$ cat src/rtl/kanagawa_hal_mc_ready_valid_fifo_pkg.sv
// Shared types and the round-robin pick used by the multi-channel FIFO.
// Channel ids are carried at MAX_CH width; the top narrows them for its ports.
package kanagawa_hal_mc_ready_valid_fifo_pkg;

  localparam int unsigned MAX_CH = 32;

  typedef logic [$clog2(MAX_CH)-1:0] chan_id_t;

  // First set bit of mask at or after start, wrapping over n channels.
  // Returns start when mask is empty.
  function automatic chan_id_t rr_next(
    input logic [MAX_CH-1:0] mask,
    input chan_id_t          start,
    input int unsigned       n
  );
    chan_id_t    pick;
    logic        found;
    int unsigned idx;
    pick  = start;
    found = 1'b0;
    for (int unsigned i = 0; i < MAX_CH; i++) begin
      idx = (32'(start) + i) % n;
      if (i < n && !found && mask[idx[4:0]]) begin
        pick  = chan_id_t'(idx);
        found = 1'b1;
      end
    end
    return pick;
  endfunction

endpackage

$ cat src/rtl/kanagawa_hal_fifo_chan_ctrl.sv
// Per-channel pointer/count bookkeeping for one region of the shared store.
// Ports: push side (in_valid/flush -> in_ready/push), grant -> pop, status usedw/almost_full/empty, pointers.
module kanagawa_hal_fifo_chan_ctrl #(
  parameter int unsigned LOG_DEPTH          = 5,
  parameter int unsigned DEPTH              = 32,
  parameter int unsigned ALMOSTFULL_ENTRIES = 8,
  localparam int unsigned UW                = LOG_DEPTH + 1
) (
  input  logic                 clk,
  input  logic                 rst_n,
  input  logic                 rst_sync,
  input  logic                 in_valid,
  input  logic                 flush,
  input  logic                 grant,
  output logic                 in_ready,
  output logic                 push,
  output logic [UW-1:0]        usedw,
  output logic                 almost_full,
  output logic                 empty,
  output logic [LOG_DEPTH-1:0] wr_ptr,
  output logic [LOG_DEPTH-1:0] rd_ptr
);

  logic [LOG_DEPTH-1:0] wr_ptr_q, wr_ptr_d;
  logic [LOG_DEPTH-1:0] rd_ptr_q, rd_ptr_d;
  logic [UW-1:0]        count_q, count_d;
  logic                 pop;

  assign in_ready    = !rst_sync && (count_q < UW'(DEPTH)) && !flush;
  assign push        = in_valid && in_ready;
  assign pop         = grant && !flush;
  assign usedw       = count_q;
  assign almost_full = count_q >= UW'(DEPTH - ALMOSTFULL_ENTRIES);
  assign empty       = (count_q == '0);
  assign wr_ptr      = wr_ptr_q;
  assign rd_ptr      = rd_ptr_q;

  always_comb begin
    wr_ptr_d = wr_ptr_q;
    rd_ptr_d = rd_ptr_q;
    count_d  = count_q;
    if (flush) begin
      wr_ptr_d = '0;
      rd_ptr_d = '0;
      count_d  = '0;
    end else begin
      if (push) wr_ptr_d = wr_ptr_q + LOG_DEPTH'(1);
      if (pop)  rd_ptr_d = rd_ptr_q + LOG_DEPTH'(1);
      case ({push, pop})
        2'b10:   count_d = count_q + UW'(1);
        2'b01:   count_d = count_q - UW'(1);
        default: count_d = count_q;
      endcase
    end
  end

  always_ff @(posedge clk or negedge rst_n) begin
    if (!rst_n) begin
      wr_ptr_q <= '0;
      rd_ptr_q <= '0;
      count_q  <= '0;
    end else begin
      wr_ptr_q <= wr_ptr_d;
      rd_ptr_q <= rd_ptr_d;
      count_q  <= count_d;
    end
  end

endmodule

$ cat src/rtl/kanagawa_hal_mc_ready_valid_fifo.sv
// N-channel ready/valid FIFO on one shared store, round-robin merged to one tagged output.
// Ports: in_valid/in_ready/in_data/flush/in_usedw/in_almost_full per channel; out_valid/out_ready/out_data/out_channel.
module kanagawa_hal_mc_ready_valid_fifo
  import kanagawa_hal_mc_ready_valid_fifo_pkg::*;
#(
  parameter int unsigned NUM_CHANNELS       = 4,
  parameter int unsigned LOG_DEPTH          = 5,
  parameter int unsigned DEPTH              = 32,
  parameter int unsigned WIDTH              = 16,
  parameter int unsigned ALMOSTFULL_ENTRIES = 8,
  localparam int unsigned CW = (NUM_CHANNELS > 1) ? $clog2(NUM_CHANNELS) : 1,
  localparam int unsigned UW = LOG_DEPTH + 1
) (
  input  logic                       clk,
  input  logic                       rst_n,
  input  logic [NUM_CHANNELS-1:0]    in_valid,
  output logic [NUM_CHANNELS-1:0]    in_ready,
  input  logic [NUM_CHANNELS*WIDTH-1:0] in_data,
  output logic [NUM_CHANNELS*UW-1:0] in_usedw,
  output logic [NUM_CHANNELS-1:0]    in_almost_full,
  input  logic [NUM_CHANNELS-1:0]    flush,
  output logic                       out_valid,
  input  logic                       out_ready,
  output logic [WIDTH-1:0]           out_data,
  output logic [CW-1:0]              out_channel
);

  logic                 rst_sync_q, rst_sync_d;
  logic [NUM_CHANNELS-1:0] empty, push, grant;
  logic [LOG_DEPTH-1:0] wr_ptr [NUM_CHANNELS];
  logic [LOG_DEPTH-1:0] rd_ptr [NUM_CHANNELS];
  logic [UW-1:0]        usedw  [NUM_CHANNELS];
  logic [WIDTH-1:0]     mem_q  [NUM_CHANNELS][DEPTH];

  logic                 out_valid_q, out_valid_d;
  logic [WIDTH-1:0]     out_data_q, out_data_d;
  logic [CW-1:0]        out_channel_q, out_channel_d;
  chan_id_t             rr_ptr_q, rr_ptr_d;

  logic [MAX_CH-1:0]    req;
  chan_id_t             sel;
  logic                 load;
  logic [WIDTH-1:0]     rd_data;

  for (genvar c = 0; c < NUM_CHANNELS; c++) begin : g_chan
    kanagawa_hal_fifo_chan_ctrl #(
      .LOG_DEPTH          (LOG_DEPTH),
      .DEPTH              (DEPTH),
      .ALMOSTFULL_ENTRIES (ALMOSTFULL_ENTRIES)
    ) u_ctrl (
      .clk         (clk),
      .rst_n       (rst_n),
      .rst_sync    (rst_sync_q),
      .in_valid    (in_valid[c]),
      .flush       (flush[c]),
      .grant       (grant[c]),
      .in_ready    (in_ready[c]),
      .push        (push[c]),
      .usedw       (usedw[c]),
      .almost_full (in_almost_full[c]),
      .empty       (empty[c]),
      .wr_ptr      (wr_ptr[c]),
      .rd_ptr      (rd_ptr[c])
    );
    assign in_usedw[c*UW +: UW] = usedw[c];

    a_no_flush_grant: assert property (
      @(posedge clk) disable iff (!rst_n) !(grant[c] && flush[c]));
    a_count_max: assert property (
      @(posedge clk) disable iff (!rst_n) usedw[c] <= UW'(DEPTH));
  end

  // Holds in_ready low for the first edge after reset release.
  always_comb rst_sync_d = 1'b0;

  always_ff @(posedge clk) begin
    for (int c = 0; c < NUM_CHANNELS; c++) begin
      if (push[c]) mem_q[c][wr_ptr[c]] <= in_data[c*WIDTH +: WIDTH];
    end
  end

  always_comb begin
    req = '0;
    req[NUM_CHANNELS-1:0] = ~empty & ~flush;
    load    = !out_valid_q || out_ready;
    sel     = rr_next(req, rr_ptr_q, NUM_CHANNELS);
    rd_data = '0;
    grant   = '0;
    for (int c = 0; c < NUM_CHANNELS; c++) begin
      if (sel == chan_id_t'(c)) begin
        rd_data  = mem_q[c][rd_ptr[c]];
        grant[c] = load && (|req);
      end
    end
    out_valid_d   = out_valid_q;
    out_data_d    = out_data_q;
    out_channel_d = out_channel_q;
    rr_ptr_d      = rr_ptr_q;
    if (load) begin
      out_valid_d = |req;
      if (|req) begin
        out_data_d    = rd_data;
        out_channel_d = CW'(sel);
        rr_ptr_d = (sel == chan_id_t'(NUM_CHANNELS - 1)) ?
                   '0 : sel + chan_id_t'(1);
      end
    end
  end

  always_ff @(posedge clk or negedge rst_n) begin
    if (!rst_n) begin
      rst_sync_q    <= 1'b1;
      out_valid_q   <= 1'b0;
      out_data_q    <= '0;
      out_channel_q <= '0;
      rr_ptr_q      <= '0;
    end else begin
      rst_sync_q    <= rst_sync_d;
      out_valid_q   <= out_valid_d;
      out_data_q    <= out_data_d;
      out_channel_q <= out_channel_d;
      rr_ptr_q      <= rr_ptr_d;
    end
  end

  assign out_valid   = out_valid_q;
  assign out_data    = out_data_q;
  assign out_channel = out_channel_q;

endmodule
$ cat config.mk
export PLATFORM = sky130hd
export DESIGN_NAME = kanagawa_hal_mc_ready_valid_fifo
export DESIGN_NICKNAME = d
export VERILOG_FILES = /design/src/rtl/kanagawa_hal_mc_ready_valid_fifo_pkg.sv /design/src/rtl/kanagawa_hal_fifo_chan_ctrl.sv /design/src/rtl/kanagawa_hal_mc_ready_valid_fifo.sv
export SDC_FILE = /design/constraint.sdc
export NUM_CORES = 2
export LEC_CHECK = 0
export CAP_MARGIN = 20
export CELL_PAD_IN_SITES_DETAIL_PLACEMENT = 2
export CELL_PAD_IN_SITES_GLOBAL_PLACEMENT = 2
export CORE_ASPECT_RATIO = 0.8
export CORE_MARGIN = 1.5
export CORE_UTILIZATION = 45
export CTS_CLUSTER_SIZE = 24
export DETAILED_ROUTE_END_ITERATION = 8
export PLACE_DENSITY_LB_ADDON = 0.15
export SYNTH_ARGS = -nofsm -noshare
export SYNTH_HDL_FRONTEND = slang
export SYNTH_HIERARCHICAL = 1
export SYNTH_SLANG_ARGS = --single-unit
$ cat constraint.sdc
create_clock -name clk -period 5.05 [get_ports clk]
set_input_delay 0.7575 -clock clk [delete_from_list [all_inputs] [get_ports clk]]
set_output_delay 0.7575 -clock clk [all_outputs]
set_load 0.01 [all_outputs]
# ---- Word-level counts from Yosys, hierarchy flattened
# Memories as Yosys holds them, arrays and structs flattened.
# Cells that the tools add are included.
dict set report classes {
  add_sub_neg 20
  order_cmp 24
  eq_ne 11
  n_mux 76
  n_bitwise 11
  n_reduce_logical 53
}
# cell count
set ops {}
lappend ops {{$mux 512} 4}
lappend ops {{$bmux 16 s5} 4}
lappend ops {{$demux 16 s5} 4}
lappend ops {{$mux 16} 16}
lappend ops {{$mux 5} 21}
lappend ops {{$ge 6x6->1 const B} 8}
lappend ops {{$not 5->6} 8}
lappend ops {{$pmux 6 s2} 4}
lappend ops {{$add 5x1->5 const B} 9}
lappend ops {{$add 6x1->6 const B} 4}
lappend ops {{$ge 6x5->1 const B} 4}
lappend ops {{$logic_and 1x1->1} 24}
lappend ops {{$logic_not 6->1} 4}
lappend ops {{$lt 2x6->1 const B} 4}
lappend ops {{$lt 6x1->1 const B} 4}
lappend ops {{$lt 6x6->1 const B} 4}
lappend ops {{$mux 6} 4}
lappend ops {{$sub 6x1->6 const B} 4}
lappend ops {{$reduce_bool 2->1} 8}
lappend ops {{$mux 1} 15}
lappend ops {{$reduce_bool 3->1} 4}
lappend ops {{$eq 5x2->1 const B} 2}
lappend ops {{$logic_not 1->1} 9}
lappend ops {{$bmux 1 s2} 4}
lappend ops {{other kinds (11)} 19}
dict set report totals {
  reg_bits 89
  mem_bits_rw 2048
  in_bits 75
  out_inout_bits 51
  word_cells 213
  memories 1
}
# name depth word_bits rd rd_clocked_by_memory_dff write_ports line
set memory_table {}
lappend memory_table {mem_q 4 512 4 0 4 kanagawa_hal_mc_ready_valid_fifo.sv:33} ;# logic [WIDTH-1:0] mem_q [NUM_CHANNELS][DEPTH];

# ---- Longest topological paths before layout
dict set report depth {
  depth_word 21
  depth_mapped 18
  mapped_depth_nobuf 17
}

# ---- Modules after synthesis
# The synthesis kept the hierarchy.
# module instances cells_each area_per_inst_um2 seq_area_each_um2
set by_module_without_submodules {}
lappend by_module_without_submodules {kanagawa_hal_mc_ready_valid_fifo 1 3708 80191.9 62125.8}
lappend by_module_without_submodules {kanagawa_hal_fifo_chan_ctrl 4 101 992.2 400.4}

# ---- Worst setup path after synthesis
# OpenSTA, ideal clock, no wires.
dict set report synth_path {
  kind {reg-to-reg}
  startpoint {register g_chan[1].u_ctrl.count_q[1]}
  endpoint {register g_chan[0].u_ctrl.count_q[4]}
  setup_ns 0.096
  arrival_time_ns 3.933
  required_ns 4.954
  slack_ns 1.022
  stages_incl_launch_ff 18
  path_buffers 1
  synth_period_minus_slack_ns 4.028
  cell_sequence {dfrtp_1 > or3_1 > nor4_1 > nor2_1 > a311oi_1 > a21oi_2 > inv_2 > clkbuf_1 > ha_1 > nand2_1 > nor2_1 > and2b_1 > and2_2 > xor2_1 > ha_1 > nand3_1 > a31o_2 > a311oi_2}
}
dict set report synth_between {
  elab_chain_cells 21
  word_cells_on_any_way 34
  cone_classes {eq/ne (2); mux (18); bitwise (2); reduce/logical (12)}
}
# item line
set synth_lines {}
lappend synth_lines {{start: declaration} kanagawa_hal_fifo_chan_ctrl.sv:26} ;# logic [UW-1:0] count_q, count_d;
lappend synth_lines {{start signal: assignment} kanagawa_hal_fifo_chan_ctrl.sv:65} ;# count_q <= count_d;
lappend synth_lines {{$logic_not 6->1 (*)} kanagawa_hal_fifo_chan_ctrl.sv:34} ;# assign empty = (count_q == '0);
lappend synth_lines {{net empty[1]} kanagawa_hal_mc_ready_valid_fifo.sv:29} ;# logic [NUM_CHANNELS-1:0] empty, push, grant;
lappend synth_lines {{$not 4->4 (*)} kanagawa_hal_mc_ready_valid_fifo.sv:84} ;# req[NUM_CHANNELS-1:0] = ~empty & ~flush;
lappend synth_lines {{$and 4x4->4 (*)} kanagawa_hal_mc_ready_valid_fifo.sv:84}
lappend synth_lines {{$bmux 1 s2} kanagawa_hal_mc_ready_valid_fifo_pkg.sv:23} ;# if (i < n && !found && mask[idx[4:0]]) begin
lappend synth_lines {{$mux 1 (not written as such)} kanagawa_hal_mc_ready_valid_fifo_pkg.sv:23}
lappend synth_lines {{$mux 1} kanagawa_hal_mc_ready_valid_fifo_pkg.sv:23}
lappend synth_lines {{$logic_not 1->1} kanagawa_hal_mc_ready_valid_fifo_pkg.sv:23}
lappend synth_lines {{[7 not listed]} n/a}
lappend synth_lines {{$mux 5} kanagawa_hal_mc_ready_valid_fifo_pkg.sv:23}
lappend synth_lines {{$logic_not 5->1} kanagawa_hal_mc_ready_valid_fifo.sv:90} ;# if (sel == chan_id_t'(c)) begin
lappend synth_lines {{$mux 1 (*)} kanagawa_hal_mc_ready_valid_fifo.sv:90}
lappend synth_lines {{net grant[0]} kanagawa_hal_mc_ready_valid_fifo.sv:29}
lappend synth_lines {{$logic_and 1x1->1 (*)} kanagawa_hal_fifo_chan_ctrl.sv:31} ;# assign pop = grant && !flush;
lappend synth_lines {{$eq 2x1->1 or $eq 2x2->1 (tied branches)} kanagawa_hal_fifo_chan_ctrl.sv:49} ;# case ({push, pop})
lappend synth_lines {{$pmux 6 s2} kanagawa_hal_fifo_chan_ctrl.sv:49}
lappend synth_lines {{$mux 6} kanagawa_hal_fifo_chan_ctrl.sv:42} ;# if (flush) begin
lappend synth_lines {{end signal: assignment} kanagawa_hal_fifo_chan_ctrl.sv:65}
lappend synth_lines {{end: declaration} kanagawa_hal_fifo_chan_ctrl.sv:26}
# The timed path passes the listed nets; every way through them passes the cells marked *. The select of a mux whose other input is x is not followed.
# A chain may end at the register's enable or synchronous reset.

# ---- Final worst setup path
# Same ends and word-level chain as after synthesis.

==> results.json <==
{
  "critPathRequiredTime_ns": 5.76,
  "timing.fmax_mhz": 218,
  "cap_violations": 0,
  "report.final.hold_viol_count": 0,
  "total_power_uw": 42900,
  "drc": 0,
  "postCtsSetupBuffers": 0,
  "vias": 43900,
  "yosysWarnings": 6,
  "dr.pass1.iters": 6,
  "ys.flop_type": "edfxtp_1",
  "yosys-top-cells-area": "edfxtp_1 73%, mux4_2 13%, dfrtp_1 2.6%",
  "grt_pass1_vias": 47400,
  "worst_clock_skew_ns": 0.0322,
  "grt-ovfl-total": 0,
  "synth-async-reset-ratio": 0.0416,
  "rsz0062_at_grt": "no",
  "syn_to_final_growth_pct": 15.4,
  "routabilityCongestion": 0.774,
  "finalSetupViolations": 0,
  "grt_max_degree": 90,
  "finalSetupTns_ns": 0,
  "start_util": 0.454,
  "antenna_left": 0,
  "grt_use_total": 0.263,
  "routed_wl_um": 249000,
  "fp-row-count": 141,
  "path_class": "register to register",
  "clkTransAtPathRegs_ns": 0.07,
  "io_buffers": 125,
  "cp_top_family": "simple AND/OR/NAND/NOR gates",
  "p_leak_uw": 0.0304,
  "clk_latency_ns": 0.83,
  "place_hpwl_um": 155000,
  "cp-startpoint": "g_chan[1].u_ctrl/usedw[1]",
  "coreArea_um2": 185000,
  "setup_slack_ns": 0.456,
  "ir_worst_vdd_mv": 0.319,
  "postSynthAreaPerCell_um2": 20.5,
  "ys_seq_area_frac": 0.757,
  "wire_per_inst_um": 35.0,
  "r2r_start": "g_chan[1].u_ctrl/usedw[1]",
  "ys_ff_latch": 2137,
  "die_x_um": 487,
  "preCtsSetupSlack_ns": 0.200,
  "yosys.area.top_type": "edfxtp_1",
  "die_y_um": 390,
  "path_cells": "or3_1 > nor4_2 > buf_4 > nor2_1 > a311oi_1 > a21oi_2 > inv_2 > ha_1 > nand2_1 > nor2_1 > and2b_1 > and2_2 > xor2_1 > ha_1 > nand3_1 > a31o_2 > a311oi_2",
  "synth_edf_count": 2048,
  "startpoint_type": "register",
  "critPathCaptureType": "register",
  "min_period_ns": 4.59,
  "status": "finished clean",
  "htreeDepth": 4,
  "synth.most_common_cell": "edfxtp_1",
  "powerDensity_nw_per_um2": 441,
  "antenna_found_initial": 8,
  "synth_nets": 4204,
  "grt_pass1_wl_um": 357000,
  "drive_above_1_share": 0.258,
  "cts_sinks": 2137,
  "ff2ff_setup_slack_ns": 0.46,
  "hp-class": "input pin to asynchronous set/reset pin",
  "tightest_slew_ns": 1.27,
  "cts_root_buf": "clkbuf_16",
  "syn_area_um2": 84200,
  "clk_path_buf_depth": 3,
  "path_buf_inv": 2,
  "layout.nets": 4610,
  "maxSlewHeadroom": 0.156,
  "slew_viol_final": 0,
  "cpPeakStageDelay_ns": 0.48,
  "cts_buffers": 210,
  "cts_tree": "done",
  "crit_arrival_ns": 5.30,
  "final_core_util": 0.524,
  "ys_types": 67,
  "synthCells": 4112,
  "finalCritPeriodShare": 0.910,
  "drtIter0Drc": 4392,
  "viasPerCell": 6.15,
  "io_pins": 126,
  "slowest_stage": "or3_1",
  "r2r_end": "g_chan[0].u_ctrl/usedw[4]",
  "critical_path_peak_fanout": 7,
  "design.die.area_um2": 190000,
  "synthTopCellsByCount": "2048 x edfxtp_1, 474 x mux4_2, 261 x nor2_1",
  "worstRegToRegCells": 17,
  "synth_top_area_frac": 0.731
}
-- metrics by stage --
step	hold WS, ns	cell area (µm²)	cells
4_1_cts	0.495	96100	7088
5_1_grt	0.523	97100	7130
6_report	0.466	97100	7133
3_5_place_dp	0.484	89400	6695
2_1_floorplan	0.444	84200	4112
3_3_place_gp	0.460	89300	6690
-- cell families (layout without fill, tap and decap cells) --
| kind of cell | count (synthesis) | after routing | synth area share |
|---|---|---|---|
| adders and majority gates | 17 | 17 | 0.00253 |
| and+or+nand+nor | 632 | 632 | 0.0364 |
| other | 1 | 5 | 0.0000446 |
| AOI/OAI and AO/OA | 362 | 362 | 0.0297 |
| buffers and inverters | 221 | 807 | 0.0136 |
| DFF | 2137 | 2137 | 0.757 |
| xor gates and xnor gates | 45 | 45 | 0.00558 |
| muxes | 697 | 697 | 0.155 |
-- flip-flops by register name (all words and copies together) (netlist names) --
name and count:
out_valid 1, g_chan.u_ctrl/usedw 24, g_chan.u_ctrl/wr_ptr 20, g_chan.u_ctrl/rd_ptr 20, mem_q 2048, out_channel 2
rst_sync_q 1, out_data 16, rr_ptr_q 5
-- cell type report --
cell class                      instances  area (µm²)
Fill cell                           15900       88100
Sequential cell                      2137       63800
Multi-Input combinational cell       1754       19400
Clock buffer                          296        5890
Timing Repair Buffer                  401        4190
Tap cell                             2431        3040
Clock inverter                         96         774
Inverter                               14        52.6
Antenna cell                            4        10.0
-- worst reg2reg max path, stage by stage (launching register included) --
cell	delay [ns]
dfrtp_1	0.46
or3_1	0.48
nor4_2	0.43
buf_4	0.23
nor2_1	0.10
a311oi_1	0.40
a21oi_2	0.16
inv_2	0.12
ha_1	0.16
nand2_1	0.10
nor2_1	0.35
and2b_1	0.27
and2_2	0.20
xor2_1	0.16
ha_1	0.23
nand3_1	0.11
a31o_2	0.28
a311oi_2	0.25
-- layer usage --
metal | vias to the layer above | global-route usage | wire length [µm]
met4 | 6 | 0.0606 | 5510
met3 | 313 | 0.0375 | 13800
met2 | 1445 | 0.437 | 124000
met1 | 24200 | 0.372 | 106000
met5 | - | 0 | 48
li1 | 17900 | - | -
-- worst max path at each step --
stage / endpoint / cells after the start / slack (ns)
after CTS: g_chan[0].u_ctrl/usedw[4] / 17 / 0.21
after global placement: g_chan[0].u_ctrl/usedw[4] / 14 / 0.45
after floorplan: g_chan[0].u_ctrl/usedw[4] / 17 / 1.02
final: g_chan[0].u_ctrl/usedw[4] / 17 / 0.46
after global routing: g_chan[0].u_ctrl/usedw[4] / 17 / 0.11
after detailed placement: g_chan[0].u_ctrl/usedw[4] / 14 / 0.20
-- cells in the final DEF (no fill, tap or decap), types with 24 or more instances in the layout --
master / count
buf_4: 223
mux2i_1: 118
edfxtp_1: 2048
mux2_2: 77
nor2_2: 38
dfrtp_1: 77
mux2_1: 28
a21oi_1: 37
a22oi_1: 39
nand3b_1: 24
clkbuf_1: 64
nor3b_1: 30
clkinv_1: 51
clkdlybuf4s50_1: 121
nand3_1: 58
o22ai_1: 66
mux4_2: 474
o21ai_0: 60
a221oi_1: 24
nand2_1: 123
nor2_1: 223
clkbuf_16: 229
xor2_1: 32
buf_16: 27
clkinv_2: 25
-- report_power, final --
| group | leakage, µW | switching, µW | internal [µW] | total [µW] |
|---|---|---|---|---|
| registers | 0.0196 | 597 | 19600 | 20200 |
| logic | 0.00762 | 4150 | 2950 | 7100 |
| clock network | 0.00325 | 6800 | 8740 | 15500 |
-- timing repair --
| action | 4_1_cts | 5_1_grt |
|---|---|---|
| hold buffers | 1 | 0 |
| gates resized for setup | 0 | 2 |
| endpoints found under the hold margin | 32 | 0 |
| setup endpoints to repair | 0 | 3 |
Note: power is estimated with default switching activity, not from simulation.
